===== src/rtl/conv_pkg.sv =====
// Shared types and defaults for the convolution sequencer.
package conv_pkg;

  localparam int ADDR_WIDTH_DEF = 5;

  typedef enum logic [2:0] {
    IDLE  = 3'd0,
    SETUP = 3'd1,
    ACCUM = 3'd2,
    FLUSH = 3'd3,
    WRITE = 3'd4,
    DONE  = 3'd5
  } conv_state_t;

endpackage


===== src/rtl/conv_index_gen.sv =====
// Output index n, tap index k, the per-sample k window and the terminal flags.
module conv_index_gen
  import conv_pkg::*;
#(
  parameter int ADDR_WIDTH = ADDR_WIDTH_DEF
) (
  input  logic                  clk,
  input  logic                  rsth,
  input  logic                  load,
  input  logic [ADDR_WIDTH-1:0] size_x,
  input  logic [ADDR_WIDTH-1:0] size_y,
  input  logic                  k_load,
  input  logic                  k_inc,
  input  logic                  n_inc,
  output logic [ADDR_WIDTH-1:0] k,
  output logic [ADDR_WIDTH:0]   n,
  output logic                  k_last,
  output logic                  n_last
);

  localparam int NW = ADDR_WIDTH + 1;

  logic [ADDR_WIDTH-1:0] sx_q;
  logic [ADDR_WIDTH-1:0] sy_q;
  logic [ADDR_WIDTH-1:0] k_q;
  logic [NW-1:0]         n_q;

  logic [NW-1:0] sx_m1;
  logic [NW-1:0] sy_m1;
  logic [NW-1:0] kmin;
  logic [NW-1:0] kmax;
  logic [NW-1:0] n_end;

  // kmin clamps at zero so that n-k can never go negative
  always_comb begin
    sx_m1 = NW'(sx_q) - NW'(1);
    sy_m1 = NW'(sy_q) - NW'(1);
    kmin  = (n_q >= sy_m1) ? (n_q - sy_m1) : '0;
    kmax  = (n_q < sx_m1) ? n_q : sx_m1;
    n_end = NW'(sx_q) + NW'(sy_q) - NW'(2);
  end

  assign k      = k_q;
  assign n      = n_q;
  assign k_last = (NW'(k_q) == kmax);
  assign n_last = (n_q == n_end);

  always_ff @(posedge clk or posedge rsth) begin
    if (rsth) begin
      sx_q <= '0;
      sy_q <= '0;
      k_q  <= '0;
      n_q  <= '0;
    end else begin
      if (load) begin
        sx_q <= size_x;
        sy_q <= size_y;
        n_q  <= '0;
      end else if (n_inc) begin
        n_q <= n_q + NW'(1);
      end
      // k may wrap after the final tap; it is always reloaded in SETUP
      if (k_load) begin
        k_q <= ADDR_WIDTH'(kmin);
      end else if (k_inc) begin
        k_q <= k_q + ADDR_WIDTH'(1);
      end
    end
  end

endmodule


===== src/rtl/conv_sequencer.sv =====
// Sequences X/Y reads, accumulator control and Z writes for a full linear convolution.
module conv_sequencer
  import conv_pkg::*;
#(
  parameter int ADDR_WIDTH = ADDR_WIDTH_DEF
) (
  input  logic                  clk,
  input  logic                  rsth,
  input  logic                  clrh,
  input  logic                  start,
  input  logic [ADDR_WIDTH-1:0] size_x,
  input  logic [ADDR_WIDTH-1:0] size_y,
  output logic                  rd_en,
  output logic [ADDR_WIDTH-1:0] addr_x,
  output logic [ADDR_WIDTH-1:0] addr_y,
  output logic                  mac_clr,
  output logic                  mac_en,
  output logic                  wr_en,
  output logic [ADDR_WIDTH:0]   addr_z,
  output logic                  busy,
  output logic                  done
);

  localparam int NW = ADDR_WIDTH + 1;

  conv_state_t state, nxt;

  logic                  load, k_load, k_inc, n_inc;
  logic                  k_last, n_last;
  logic [ADDR_WIDTH-1:0] k;
  logic [NW-1:0]         n;
  logic [ADDR_WIDTH-1:0] ny;

  logic [ADDR_WIDTH-1:0] ax_hold, ay_hold;
  logic [NW-1:0]         az_hold;
  logic                  rd_en_p0;
  logic                  mac_en_p1;

  conv_index_gen #(.ADDR_WIDTH(ADDR_WIDTH)) u_idx (
    .clk    (clk),
    .rsth   (rsth),
    .load   (load),
    .size_x (size_x),
    .size_y (size_y),
    .k_load (k_load),
    .k_inc  (k_inc),
    .n_inc  (n_inc),
    .k      (k),
    .n      (n),
    .k_last (k_last),
    .n_last (n_last)
  );

  always_ff @(posedge clk or posedge rsth) begin
    if (rsth) state <= IDLE;
    else      state <= nxt;
  end

  always_comb begin
    nxt    = state;
    load   = 1'b0;
    k_load = 1'b0;
    k_inc  = 1'b0;
    n_inc  = 1'b0;
    case (state)
      IDLE: begin
        if (start) begin
          load = 1'b1;
          nxt  = ((size_x == '0) || (size_y == '0)) ? DONE : SETUP;
        end
      end
      SETUP: begin
        k_load = 1'b1;
        nxt    = ACCUM;
      end
      ACCUM: begin
        k_inc = 1'b1;
        if (k_last) nxt = FLUSH;
      end
      FLUSH: nxt = WRITE;
      WRITE: begin
        if (n_last) begin
          nxt = DONE;
        end else begin
          n_inc = 1'b1;
          nxt   = SETUP;
        end
      end
      DONE:    nxt = IDLE;
      default: nxt = IDLE;
    endcase
    // abort wins over everything, including a start seen in IDLE
    if (clrh) begin
      nxt    = IDLE;
      load   = 1'b0;
      k_load = 1'b0;
      k_inc  = 1'b0;
      n_inc  = 1'b0;
    end
  end

  assign ny = ADDR_WIDTH'(n - NW'(k));

  // Stage p0: read issue; addresses hold their last driven value outside ACCUM/WRITE
  assign rd_en_p0 = (state == ACCUM);

  always_ff @(posedge clk or posedge rsth) begin
    if (rsth) begin
      ax_hold <= '0;
      ay_hold <= '0;
      az_hold <= '0;
    end else begin
      if (state == ACCUM) begin
        ax_hold <= k;
        ay_hold <= ny;
      end
      if (state == WRITE) az_hold <= n;
    end
  end

  // Stage p1: memory data arrives one cycle after the read, so accumulate then
  always_ff @(posedge clk or posedge rsth) begin
    if (rsth) mac_en_p1 <= 1'b0;
    else      mac_en_p1 <= rd_en_p0;
  end

  assign rd_en   = rd_en_p0;
  assign addr_x  = (state == ACCUM) ? k : ax_hold;
  assign addr_y  = (state == ACCUM) ? ny : ay_hold;
  assign mac_clr = (state == SETUP);
  assign mac_en  = mac_en_p1;
  assign wr_en   = (state == WRITE);
  assign addr_z  = (state == WRITE) ? n : az_hold;
  assign busy    = (state == SETUP) || (state == ACCUM) ||
                   (state == FLUSH) || (state == WRITE);
  assign done    = (state == DONE);

endmodule


===== config.mk =====
export PLATFORM = sky130hd
export DESIGN_NAME = conv_sequencer
export DESIGN_NICKNAME = d
export VERILOG_FILES = /design/src/rtl/conv_pkg.sv /design/src/rtl/conv_index_gen.sv /design/src/rtl/conv_sequencer.sv
export SDC_FILE = /design/constraint.sdc
export NUM_CORES = 1
export LEC_CHECK = 0
export CORE_UTILIZATION = 43
export DETAILED_ROUTE_END_ITERATION = 8
export GPL_TIMING_DRIVEN = 0
export PLACE_DENSITY = 0.67
export SETUP_SLACK_MARGIN = 0.3
export SYNTH_ARGS = -nofsm -noshare
export SYNTH_HDL_FRONTEND = slang
export SYNTH_HIERARCHICAL = 1
export SYNTH_SLANG_ARGS = --single-unit

===== constraint.sdc =====
create_clock -name clk -period 4.01 [get_ports clk]
set_clock_uncertainty 0.15 [all_clocks]
set_input_delay 1.0025 -clock clk [delete_from_list [all_inputs] [get_ports clk]]
set_output_delay 1.0025 -clock clk [all_outputs]
set_load 0.02 [all_outputs]

==> results.md, run 1 <==
- Largest delay share family, worst path: compound AO/OA/AOI/OAI gates
- Cell Rows: 29
- Tightest Pin Transition: 0.8395 ns
- Total GRT Usage: 19.81%
- Register area share after synthesis: 36.56%
- Die ar.: 6853 um2
- Num ports: 36
- Number of DRC markers in iteration 0: 115
- Final min period: 3.582 ns
- Commonest non-fill, non-tap cells in the layout: dfrtp_1 (40), clkdlybuf4s50_1 (33), inv_1 (32)
- Layout net count: 383
- DRC: 0
- First-pass detailed-route iteration total: 6
- Startpoint Class: flop
- Library cells used by synthesis: 51
- Overall power: 2.666 mW
- Synthesized Nets: 339
- Syn_area_per_cell: 9.546 um2
- CTS tree: yes
- Layout overhead on the synthesized area: 21.98%
- Post-synth EDFFs: 0
- Hpwl dp: 4483 um
- Crit. End Element: flop
- Utilization after layout: 54.22%
- Gr ovfl total: 0
- Fill cells: 597
- Async set or reset register ratio after synthesis: 100.0%
- Setup_tns: 0 ns
- Vias in the first global route: 1995
- Routed Antenna Nets: 0
- Flops & latches, synth: 41
- RSZ-0062 raised after global routing: yes
- Rel. slew slack: 43.97%
- Synthesized instance count: 294
- Initial Util: 44.45%
- WS Path Type: flop to flop
- PwrDens: 778.9 nW/um2
- CP peak stage delay: 0.49 ns
- Pleak: 1.577 nW
- Crit path buffers/inverters: 2
- Req. time, crit path: 4.07 ns
- Final Setup Violations: 0
- Antenna violations before repair: 0
- Final worst path period share: 89.32%
- Core area: 6314 um2
- Via/cell ratio: 5.269
- Die height: 82.79 um
- Vias after detailed routing: 2192
- Max_cap viols: 0
- Share of cells above drive strength 1: 10.91%
- Max Slew Vio Count: 0
- Hold bufs inserted after CTS: 0
- YS warnings: 6
- Fmax: 279.2 MHz
- Hold/Removal Path Class: flop to flop
- Largest net degree at the start of global routing: 22
- Post-synth top flop: dfrtp_1
- First-pass GRT wire length: 9784 um
- N_diodes: 0
- Commonest non-fill, non-tap cell in the layout: dfrtp_1
- CP max FO: 6
- Skew-Pair Late Insertion Delay: 0.30 ns
- Worst Path Arrival: 3.65 ns
- Clock buffer depth: 2
- Root Buffer Master: clkbuf_8
- Most common cell on crit path: mux2i_1
- Die Width: 82.79 um
- Slowest CP cell: a2111oi_4
- Routed wire per std cell: 14.53 um
- Port buffer count: 35
- Worst-path clk slew: 0.08 ns
- Total Wirelength: 6046 um
- Synth Cell Area: 2806 um2
- Htree depth: 2
- Gp weighted congestion: 0.7607
- VDD IR max: 522.0 uV
- Worst path cell trace: inv_2 > ha_2 > nor3b_4 > xnor2_2 > inv_1 > ha_1 > nand4_1 > a21oi_2 > a2111oi_4 > mux2i_1 > xor2_1 > nor4_2 > mux2i_1 > a21o_1 > a211oi_2
- Clock Sinks: 41
- Fin. Hold Viols: 0
- Num CTS Buffers: 5
- Run status: finished, final reports clean
per-stage QoR:
step | cell area (um2) | hold WS, ns | worst slack [ns] | cells
3_3_place_gp | 3253 | 0.3081 | 0.2716 | 406
2_1_floorplan | 2806 | 0.3685 | 0.7945 | 294
3_5_place_dp | 3253 | 0.3109 | 0.2080 | 406
4_1_cts | 3374 | 0.3324 | 0.2928 | 414
5_1_grt | 3423 | 0.3476 | 0.1952 | 416
6_report | 3423 | 0.3297 | 0.4282 | 416
worst min-delay path: cells and delay by family, from the launching register on:
kind	cells	cell delay [ns]
simple gates	2	0.12
flops	1	0.33
power breakdown:
part / internal (mW) / switching, mW
logic: 0.796 / 0.872
registers: 0.547 / 0.113
clock network: 0.186 / 0.152
total: 1.53 / 1.14
final timing paths:
| check | from | to | slack [ns] | cells after the start |
|---|---|---|---|---|
| min in group asynchronous | rsth | ay_hold[0] | 1.02 | 2 |
| max in group asynchronous | rsth | u_idx/n[0] | 2.09 | 2 |
| hold / removal | ay_hold[1] | ay_hold[1] | 0.33 | 2 |
| hold reg to reg | ay_hold[1] | ay_hold[1] | 0.33 | 2 |
| setup / recovery | u_idx/sx_q[0] | state[0] | 0.43 | 15 |
| setup reg to reg | u_idx/sx_q[0] | state[0] | 0.43 | 15 |
sequential cells by signal, summed over array words and instances, names as in the netlist:
| register | cells |
|---|---|
| mac_en | 1 |
| state | 3 |
| u_idx/n | 6 |
| ay_hold | 5 |
| u_idx/k | 5 |
| az_hold | 6 |
| u_idx/sy_q | 5 |
| ax_hold | 5 |
| u_idx/sx_q | 5 |
Yosys cell counts, drive strengths merged (2+ instances only):
library cell / count / area share [%]
nand2: 31 / 4.1
clkbuf: 4 / 0.53
nand4: 8 / 1.8
a21oi: 8 / 1.6
a211oi: 2 / 0.71
inv: 34 / 4.5
dfrtp: 41 / 37
ha: 28 / 12
nor2b: 2 / 0.45
mux2i: 6 / 2.1
o21ai: 19 / 3.5
nor3: 6 / 1.1
a21o: 4 / 1.1
fa: 3 / 2.1
mux2: 6 / 2.4
o22ai: 5 / 1.1
buf: 5 / 1.6
xor2: 12 / 3.7
a211o: 2 / 0.62
a2111oi: 2 / 1.3
or4: 2 / 0.53
nand3: 5 / 1.1
nor3b: 3 / 0.98
nor2: 15 / 2.0
xnor2: 23 / 7.2
nand2b: 2 / 0.45
cell type report:
cell class	count	area, um2	share of cell area (%)
clock buffer	5	68.82	2.010
multi-input combinational	209	1625	47.48
inverter	35	131.4	3.838
buffer	9	61.31	1.791
timing repair buffer	37	366.6	10.71
clock inverter	3	46.29	1.352
sequential	41	1027	30.01
tap	77	96.34	2.814
routing by layer:
| metal | up-vias | GRT usage (%) | wire, um |
|---|---|---|---|
| li1 | 1093 | - | - |
| met1 | 1037 | 25.65 | 2725 |
| met2 | 53 | 32.38 | 2951 |
| met3 | 9 | 4.153 | 242 |
| met4 | 0 | 7.414 | 127 |
| met5 | - | 0 | 0 |
cells by family (layout without fill, tap and decap cells):
| kind of cell | Yosys count | after routing | synth area share [%] |
|---|---|---|---|
| buf+inv | 44 | 89 | 6.865 |
| xor+xnor | 35 | 35 | 10.92 |
| flops | 41 | 41 | 36.56 |
| mux | 12 | 12 | 4.547 |
| simple gates | 82 | 82 | 14.53 |
| fa+ha+maj | 31 | 31 | 14.62 |
| compound gates | 49 | 49 | 11.95 |
repair_timing:
| item | 4_1_cts | 5_1_grt |
|---|---|---|
| pin swaps | 1 | 4 |
| buffers inserted | 0 | 2 |
| resized for setup | 3 | 9 |
| setup endpoints to repair | 4 | 4 |
| hold endpoints to repair | 0 | 0 |
Note: power is estimated with default switching activity, not from simulation.
==> inputs of run 2 (changes only) <==
CORE_MARGIN = 4   (was default)
PLACE_DENSITY = default   (was 0.67)
==> run 2 against run 1 <==
  * Die area is 15% higher
  * Maximum frequency is 0.17% lower
  * Final cell count stayed put
  * Critical path depth stayed put
  * Total power is 0.93% lower
  * Global-route usage is 2.3 points lower
  * Clock-buffer cell count stayed put
  * Largest cell class unchanged
  * Largest power group unchanged
==> results.md, run 2 (synthesis gave the netlist of run 1 again) <==
- Vias after detailed routing: 2158 (was 2192)
- Req. time, crit path: 4.08 ns (was 4.07 ns)
- First-pass detailed-route iteration total: 5 (was 6)
- Max Slew Vio Count: 0 (unchanged)
- CP max FO: 6 (unchanged)
- Fin. Hold Viols: 0 (unchanged)
- Antenna violations before repair: 0 (unchanged)
- Die height: 88.79 um (was 82.79 um)
- Routed wire per std cell: 14.89 um (was 14.53 um)
- Fmax: 278.7 MHz (was 279.2 MHz)
- Gp weighted congestion: 0.8190 (was 0.7607)
- Core area: 6350 um2 (was 6314 um2)
- Cell Rows: 29 (unchanged)
- Final worst path period share: 89.47% (was 89.32%)
- Hold bufs inserted after CTS: 0 (unchanged)
- Htree depth: 2 (unchanged)
- PwrDens: 773.6 nW/um2 (was 778.9 nW/um2)
- Vias in the first global route: 2161 (was 1995)
- Setup slack after layout: 0.4222 ns (was 0.4282 ns)
- Commonest non-fill, non-tap cell in the layout: dfrtp_1 (unchanged)
- Pleak: 1.590 nW (was 1.577 nW)
- Hpwl dp: 4686 um (was 4483 um)
- VDD IR max: 406.9 uV (was 522.0 uV)
- Die Width: 88.79 um (was 82.79 um)
- Hold/Removal Path Class: flop to flop (unchanged)
- Final min period: 3.588 ns (was 3.582 ns)
- Startpoint Class: flop (unchanged)
- Overall power: 2.641 mW (was 2.666 mW)
- Max_cap viols: 0 (unchanged)
- Worst reg2reg path endpoint: state[0] (unchanged)
- Commonest non-fill, non-tap cells in the layout: dfrtp_1 (40), inv_1 (34), clkdlybuf4s50_1 (33) (was dfrtp_1 (40), clkdlybuf4s50_1 (33), inv_1 (32))
- Final Setup Violations: 0 (unchanged)
- Skew-Pair Late Insertion Delay: 0.30 ns (about the same)
- Setup_tns: 0 ns (unchanged)
- R2R Setup Slk: 0.42 ns (was 0.43 ns)
- WHS Path Cells: 2 (unchanged)
- First-pass GRT wire length: 10510 um (was 9784 um)
- Share of cells above drive strength 1: 9.735% (was 10.91%)
- Tightest Pin Transition: 0.8633 ns (was 0.8395 ns)
- Clock Sinks: 41 (unchanged)
- Largest net degree at the start of global routing: 22 (unchanged)
- DRC: 0 (unchanged)
- Via/cell ratio: 5.188 (was 5.269)
- CTS tree: yes (unchanged)
- Root Buffer Master: clkbuf_8 (unchanged)
- Utilization after layout: 53.77% (was 54.22%)
- Run status: finished, final reports clean (unchanged)
- Routed Antenna Nets: 0 (unchanged)
- Total Wirelength: 6194 um (was 6046 um)
- Worst Path Arrival: 3.65 ns (about the same)
- CP peak stage delay: 0.49 ns (about the same)
- Worst path cell trace: inv_1 > ha_2 > nor3b_4 > xnor2_2 > inv_1 > ha_1 > nand4_1 > a21oi_2 > a2111oi_4 > mux2i_1 > xor2_1 > nor4_2 > mux2i_1 > a21o_1 > a211oi_1 (was inv_2 > ha_2 > nor3b_4 > xnor2_2 > inv_1 > ha_1 > nand4_1 > a21oi_2 > a2111oi_4 > mux2i_1 > xor2_1 > nor4_2 > mux2i_1 > a21o_1 > a211oi_2)
- Initial Util: 44.20% (was 44.45%)
- Fill cells: 597 (unchanged)
- Port buffer count: 35 (unchanged)
- Num ports: 36 (unchanged)
- Reg2Reg Depth: 15 (unchanged)
- Layout overhead on the synthesized area: 21.67% (was 21.98%)
- Gr ovfl total: 0 (unchanged)
- Clock buffer depth: 2 (unchanged)
- N_diodes: 0 (unchanged)
- Total GRT Usage: 17.48% (was 19.81%)
- Worst-path clk slew: 0.09 ns (was 0.08 ns)
- Reg-to-reg startpoint: u_idx/sx_q[1] (was u_idx/sx_q[0])
- WS Path Type: flop to flop (unchanged)
- Placement Setup Slack: 0.2006 ns (was 0.2080 ns)
- Num CTS Buffers: 5 (unchanged)
- Hold EP: ay_hold[4] (was ay_hold[1])
- Die ar.: 7883 um2 (was 6853 um2)
- Crit. End Element: flop (unchanged)
- Rel. slew slack: 42.39% (was 43.97%)
- RSZ-0062 raised after global routing: yes (unchanged)
- Crit path buffers/inverters: 2 (unchanged)
- Largest delay share family, worst path: compound AO/OA/AOI/OAI gates (unchanged)
- Number of DRC markers in iteration 0: 51 (was 115)
- Layout net count: 383 (unchanged)
- Worst hold start: ay_hold[4] (was ay_hold[1])
- Slowest CP cell: a2111oi_4 (unchanged)
==> run 2: changes by cell type in the layout (fill, tap and decap cells not counted), sizes merged <==
cell / before / now
clkinvlp: 1 / 0
dlygate4sd2: 1 / 0
dlymetal6s2s: 1 / 2
inv: 34 / 35
==> run 2: metal layers <==
layer | vias up | wire (um) | GRT usage (%)
met1 | 1016 | 2856 | 22.50
met4 | 0 | 89 | 4.808
met2 | 39 | 3005 | 30.03
li1 | 1093 | - | -
met3 | 10 | 242 | 3.166
met5 | - | 0 | 0
==> run 2: worst max path at each step <==
stage	from	to	slack (ns)	cells after the start
floorplan	u_idx/sx_q[0]	state[0]	0.79	15
finish	u_idx/sx_q[1]	state[0]	0.42	15
global route	u_idx/sx_q[1]	state[0]	0.22	15
CTS	u_idx/sx_q[0]	state[0]	0.30	15
global placement	u_idx/sx_q[0]	state[0]	0.25	15
detailed placement	u_idx/sx_q[0]	state[0]	0.20	15
==> run 2: stage by stage <==
step | instances | cell area [um2] | hold WS (ns)
global placement | 406 | 3253 | 0.3050
finish | 416 | 3415 | 0.3257
CTS | 414 | 3373 | 0.3306
floorplan | 294 | 2806 | 0.3685
global route | 416 | 3415 | 0.3445
detailed placement | 406 | 3253 | 0.3056
==> run 2: power by group <==
group | switching [mW] | internal (mW)
registers | 0.110 | 0.547
logic | 0.855 | 0.788
clock network | 0.155 | 0.187
total | 1.12 | 1.52
==> run 2: worst min-delay path, cell delays in order, from the launching register on <==
cell,delay [ns]
dfrtp_1,0.33
nand2_1,0.06
nand3_2,0.06
==> run 2: layout make-up <==
| cell class | count | area, um2 | area share, % |
|---|---|---|---|
| well taps | 77 | 96.34 | 2.822 |
| plain buffers | 9 | 61.31 | 1.796 |
| repair buffers | 37 | 370.4 | 10.85 |
| clock buffers | 5 | 68.82 | 2.015 |
| inverters | 35 | 131.4 | 3.848 |
| flip-flops and latches | 41 | 1027 | 30.08 |
| clock inverters | 3 | 43.79 | 1.283 |
| multi-input cells | 209 | 1615 | 47.31 |
==> run 2: repair_timing <==
action,in CTS,in global routing
endpoints found under the setup margin,4,5
gates resized for setup,2,6
pin swaps,1,2
setup buffers,0,2
==> inputs of run 3 (changes only) <==
CAP_MARGIN = 20   (was default)
CTS_BUF_LIST = sky130_fd_sc_hd__clkbuf_8   (was default)
clock period = 4.15 ns   (was 4.01 ns; I/O delays follow)
==> run 3 against run 2 <==
  * Die area is the same
  * Clock power shrank 4%
  * Sequential share of layout area grew 0.37 points
  * Clock-buffer cell count is the same
  * Worst setup slack gained 0.021 ns
  * Final cell count shrank 0.48%
  * Critical path depth is the same
==> results.md, run 3 (synthesis gave the netlist of run 1 again) <==
- Layout net count: 381 (was 383)
- Htree depth: 2 (unchanged)
- Placement Setup Slack: 0.3406 ns (was 0.2006 ns)
- First-pass GRT wire length: 10450 um (was 10510 um)
- Fin. Hold Viols: 0 (unchanged)
- Die Width: 88.79 um (unchanged)
- Setup_tns: 0 ns (unchanged)
- Post-CTS setup buffers: 0 (unchanged)
- Total GRT Usage: 17.39% (was 17.48%)
- Reg2Reg Depth: 15 (unchanged)
- Largest delay share family, worst path: compound AO/OA/AOI/OAI gates (unchanged)
- RSZ-0062 raised after global routing: yes (unchanged)
- Largest net degree at the start of global routing: 22 (unchanged)
- CP max FO: 6 (unchanged)
- Final worst path period share: 89.32% (was 89.47%)
- Final min period: 3.707 ns (was 3.588 ns)
- VDD IR max: 392.2 uV (was 406.9 uV)
- Commonest non-fill, non-tap cells in the layout: dfrtp_1 (40), clkdlybuf4s50_1 (35), inv_1 (34) (was dfrtp_1 (40), inv_1 (34), clkdlybuf4s50_1 (33))
- Port buffer count: 35 (unchanged)
- N_diodes: 0 (unchanged)
- Fill cells: 599 (was 597)
- Slowest CP cell: a2111oi_4 (unchanged)
- PostCTS Resize Cnt: 0 (was 2)
- Max_cap viols: 0 (unchanged)
- Antenna violations before repair: 0 (unchanged)
- Vias after detailed routing: 2134 (was 2158)
- Routed Antenna Nets: 0 (unchanged)
- Layout overhead on the synthesized area: 20.20% (was 21.67%)
- Worst-path clk slew: 0.09 ns (about the same)
- Gp weighted congestion: 0.8190 (unchanged)
- Root Buffer Master: clkbuf_8 (unchanged)
- Number of DRC markers in iteration 0: 57 (was 51)
- Req. time, crit path: 4.21 ns (was 4.08 ns)
- Share of cells above drive strength 1: 8.309% (was 9.735%)
- Total Wirelength: 6138 um (was 6194 um)
- Tightest Pin Transition: 0.8698 ns (was 0.8633 ns)
- Num ports: 36 (unchanged)
- Skew-Pair Late Insertion Delay: 0.30 ns (about the same)
- Hold EP: ay_hold[4] (unchanged)
- Routed wire per std cell: 14.83 um (was 14.89 um)
- Via/cell ratio: 5.155 (was 5.188)
- Max Slew Vio Count: 0 (unchanged)
- Clock Sinks: 41 (unchanged)
- Die ar.: 7883 um2 (unchanged)
- Final Setup Violations: 0 (unchanged)
- Hold bufs inserted after CTS: 0 (unchanged)
- Startpoint Class: flop (unchanged)
- CTS tree: yes (unchanged)
- PwrDens: 746.3 nW/um2 (was 773.6 nW/um2)
- WHS Path Cells: 2 (unchanged)
- Worst Path Arrival: 3.77 ns (was 3.65 ns)
- Clock buffer depth: 2 (unchanged)
- Crit path buffers/inverters: 2 (unchanged)
- Commonest non-fill, non-tap cell in the layout: dfrtp_1 (unchanged)
- CP peak stage delay: 0.50 ns (was 0.49 ns)
- DRC: 0 (unchanged)
- Worst reg2reg path endpoint: state[0] (unchanged)
- Setup slack after layout: 0.4431 ns (was 0.4222 ns)
- Initial Util: 44.20% (unchanged)
- Worst path cell trace: inv_1 > ha_1 > nor3b_2 > xnor2_1 > inv_1 > ha_1 > nand2_1 > nor2_1 > a2111oi_4 > mux2i_1 > xor2_1 > nor4_2 > mux2i_1 > a21o_1 > a211oi_1 (was inv_1 > ha_2 > nor3b_4 > xnor2_2 > inv_1 > ha_1 > nand4_1 > a21oi_2 > a2111oi_4 > mux2i_1 > xor2_1 > nor4_2 > mux2i_1 > a21o_1 > a211oi_1)
- Pleak: 1.546 nW (was 1.590 nW)
- Vias in the first global route: 2145 (was 2161)
- Crit. End Element: flop (unchanged)
- Num CTS Buffers: 5 (unchanged)
- Gr ovfl total: 0 (unchanged)
- Die height: 88.79 um (unchanged)
- Core area: 6350 um2 (unchanged)
- Worst hold start: ay_hold[4] (unchanged)
- Hpwl dp: 4686 um (unchanged)
- Hold/Removal Path Class: flop to flop (unchanged)
- Rel. slew slack: 41.95% (was 42.39%)
- WS Path Type: flop to flop (unchanged)
- Run status: finished, final reports clean (unchanged)
- Reg-to-reg startpoint: u_idx/sx_q[0] (was u_idx/sx_q[1])
- First-pass detailed-route iteration total: 4 (was 5)
- R2R Setup Slk: 0.44 ns (was 0.42 ns)
- Fmax: 269.8 MHz (was 278.7 MHz)
- Cell Rows: 29 (unchanged)
run 3: cell types whose count changed in the layout (fill, tap and decap cells not counted):
cell             before  now
xnor2_1              22   23
nor3b_4               1    0
xnor2_2               1    0
ha_1                 27   28
dlymetal6s2s_1        2    0
buf_4                 3    1
ha_2                  1    0
nor3b_1               1    2
clkdlybuf4s50_1      33   35
run 3: final cells by class:
cell class,count,area (um2),area share (%)
Tap cell,77,96.34,2.856
Buffer,9,61.31,1.818
Inverter,35,131.4,3.895
Sequential cell,41,1027,30.45
Timing Repair Buffer,35,350.3,10.39
Clock inverter,3,43.79,1.298
Multi-Input combinational cell,209,1594,47.26
Clock buffer,5,68.82,2.040
run 3: report_power, final:
| group | switching, mW | leakage, nW | internal (mW) | total [mW] |
|---|---|---|---|---|
| clock network | 0.150 | 0.0585 | 0.180 | 0.330 |
| logic | 0.814 | 0.945 | 0.738 | 1.55 |
| registers | 0.106 | 0.542 | 0.529 | 0.635 |
| total | 1.07 | 1.55 | 1.45 | 2.52 |
run 3: through the flow:
| stage | instance area [um2] | utilization (%) | power [mW] | std cells | hold WS (ns) |
|---|---|---|---|---|---|
| finish | 3373 | 53.12 | 2.518 | 414 | 0.3272 |
| global placement | 3253 | 51.23 | 2.173 | 406 | 0.3050 |
| CTS | 3366 | 53.00 | 2.541 | 414 | 0.3306 |
| detailed placement | 3253 | 51.23 | 2.203 | 406 | 0.3056 |
| floorplan | 2806 | - | 1.783 | 294 | 0.3685 |
| global route | 3373 | 53.12 | 2.776 | 414 | 0.3466 |
run 3: how the worst max path moves through the flow:
stage	to	from	depth (start not counted)	slack [ns]
2_1_floorplan	state[0]	u_idx/sx_q[0]	15	0.93
6_report	state[0]	u_idx/sx_q[0]	15	0.44
5_1_grt	state[0]	u_idx/sx_q[0]	15	0.25
3_5_place_dp	state[0]	u_idx/sx_q[0]	15	0.34
4_1_cts	state[0]	u_idx/sx_q[0]	15	0.34
3_3_place_gp	state[0]	u_idx/sx_q[0]	15	0.39
run 3: worst min-delay path, stage by stage, from the launching register on:
cell	delay [ns]
dfrtp_1	0.33
nand2_1	0.06
nand3_2	0.06
run 3: layer usage:
metal	track usage, %	up-vias	part of all wire (%)
met2	29.49	31	49
met4	4.808	0	0.90
met1	22.68	1012	47
met3	3.166	5	3.5
li1	-	1086	-
met5	0	-	0
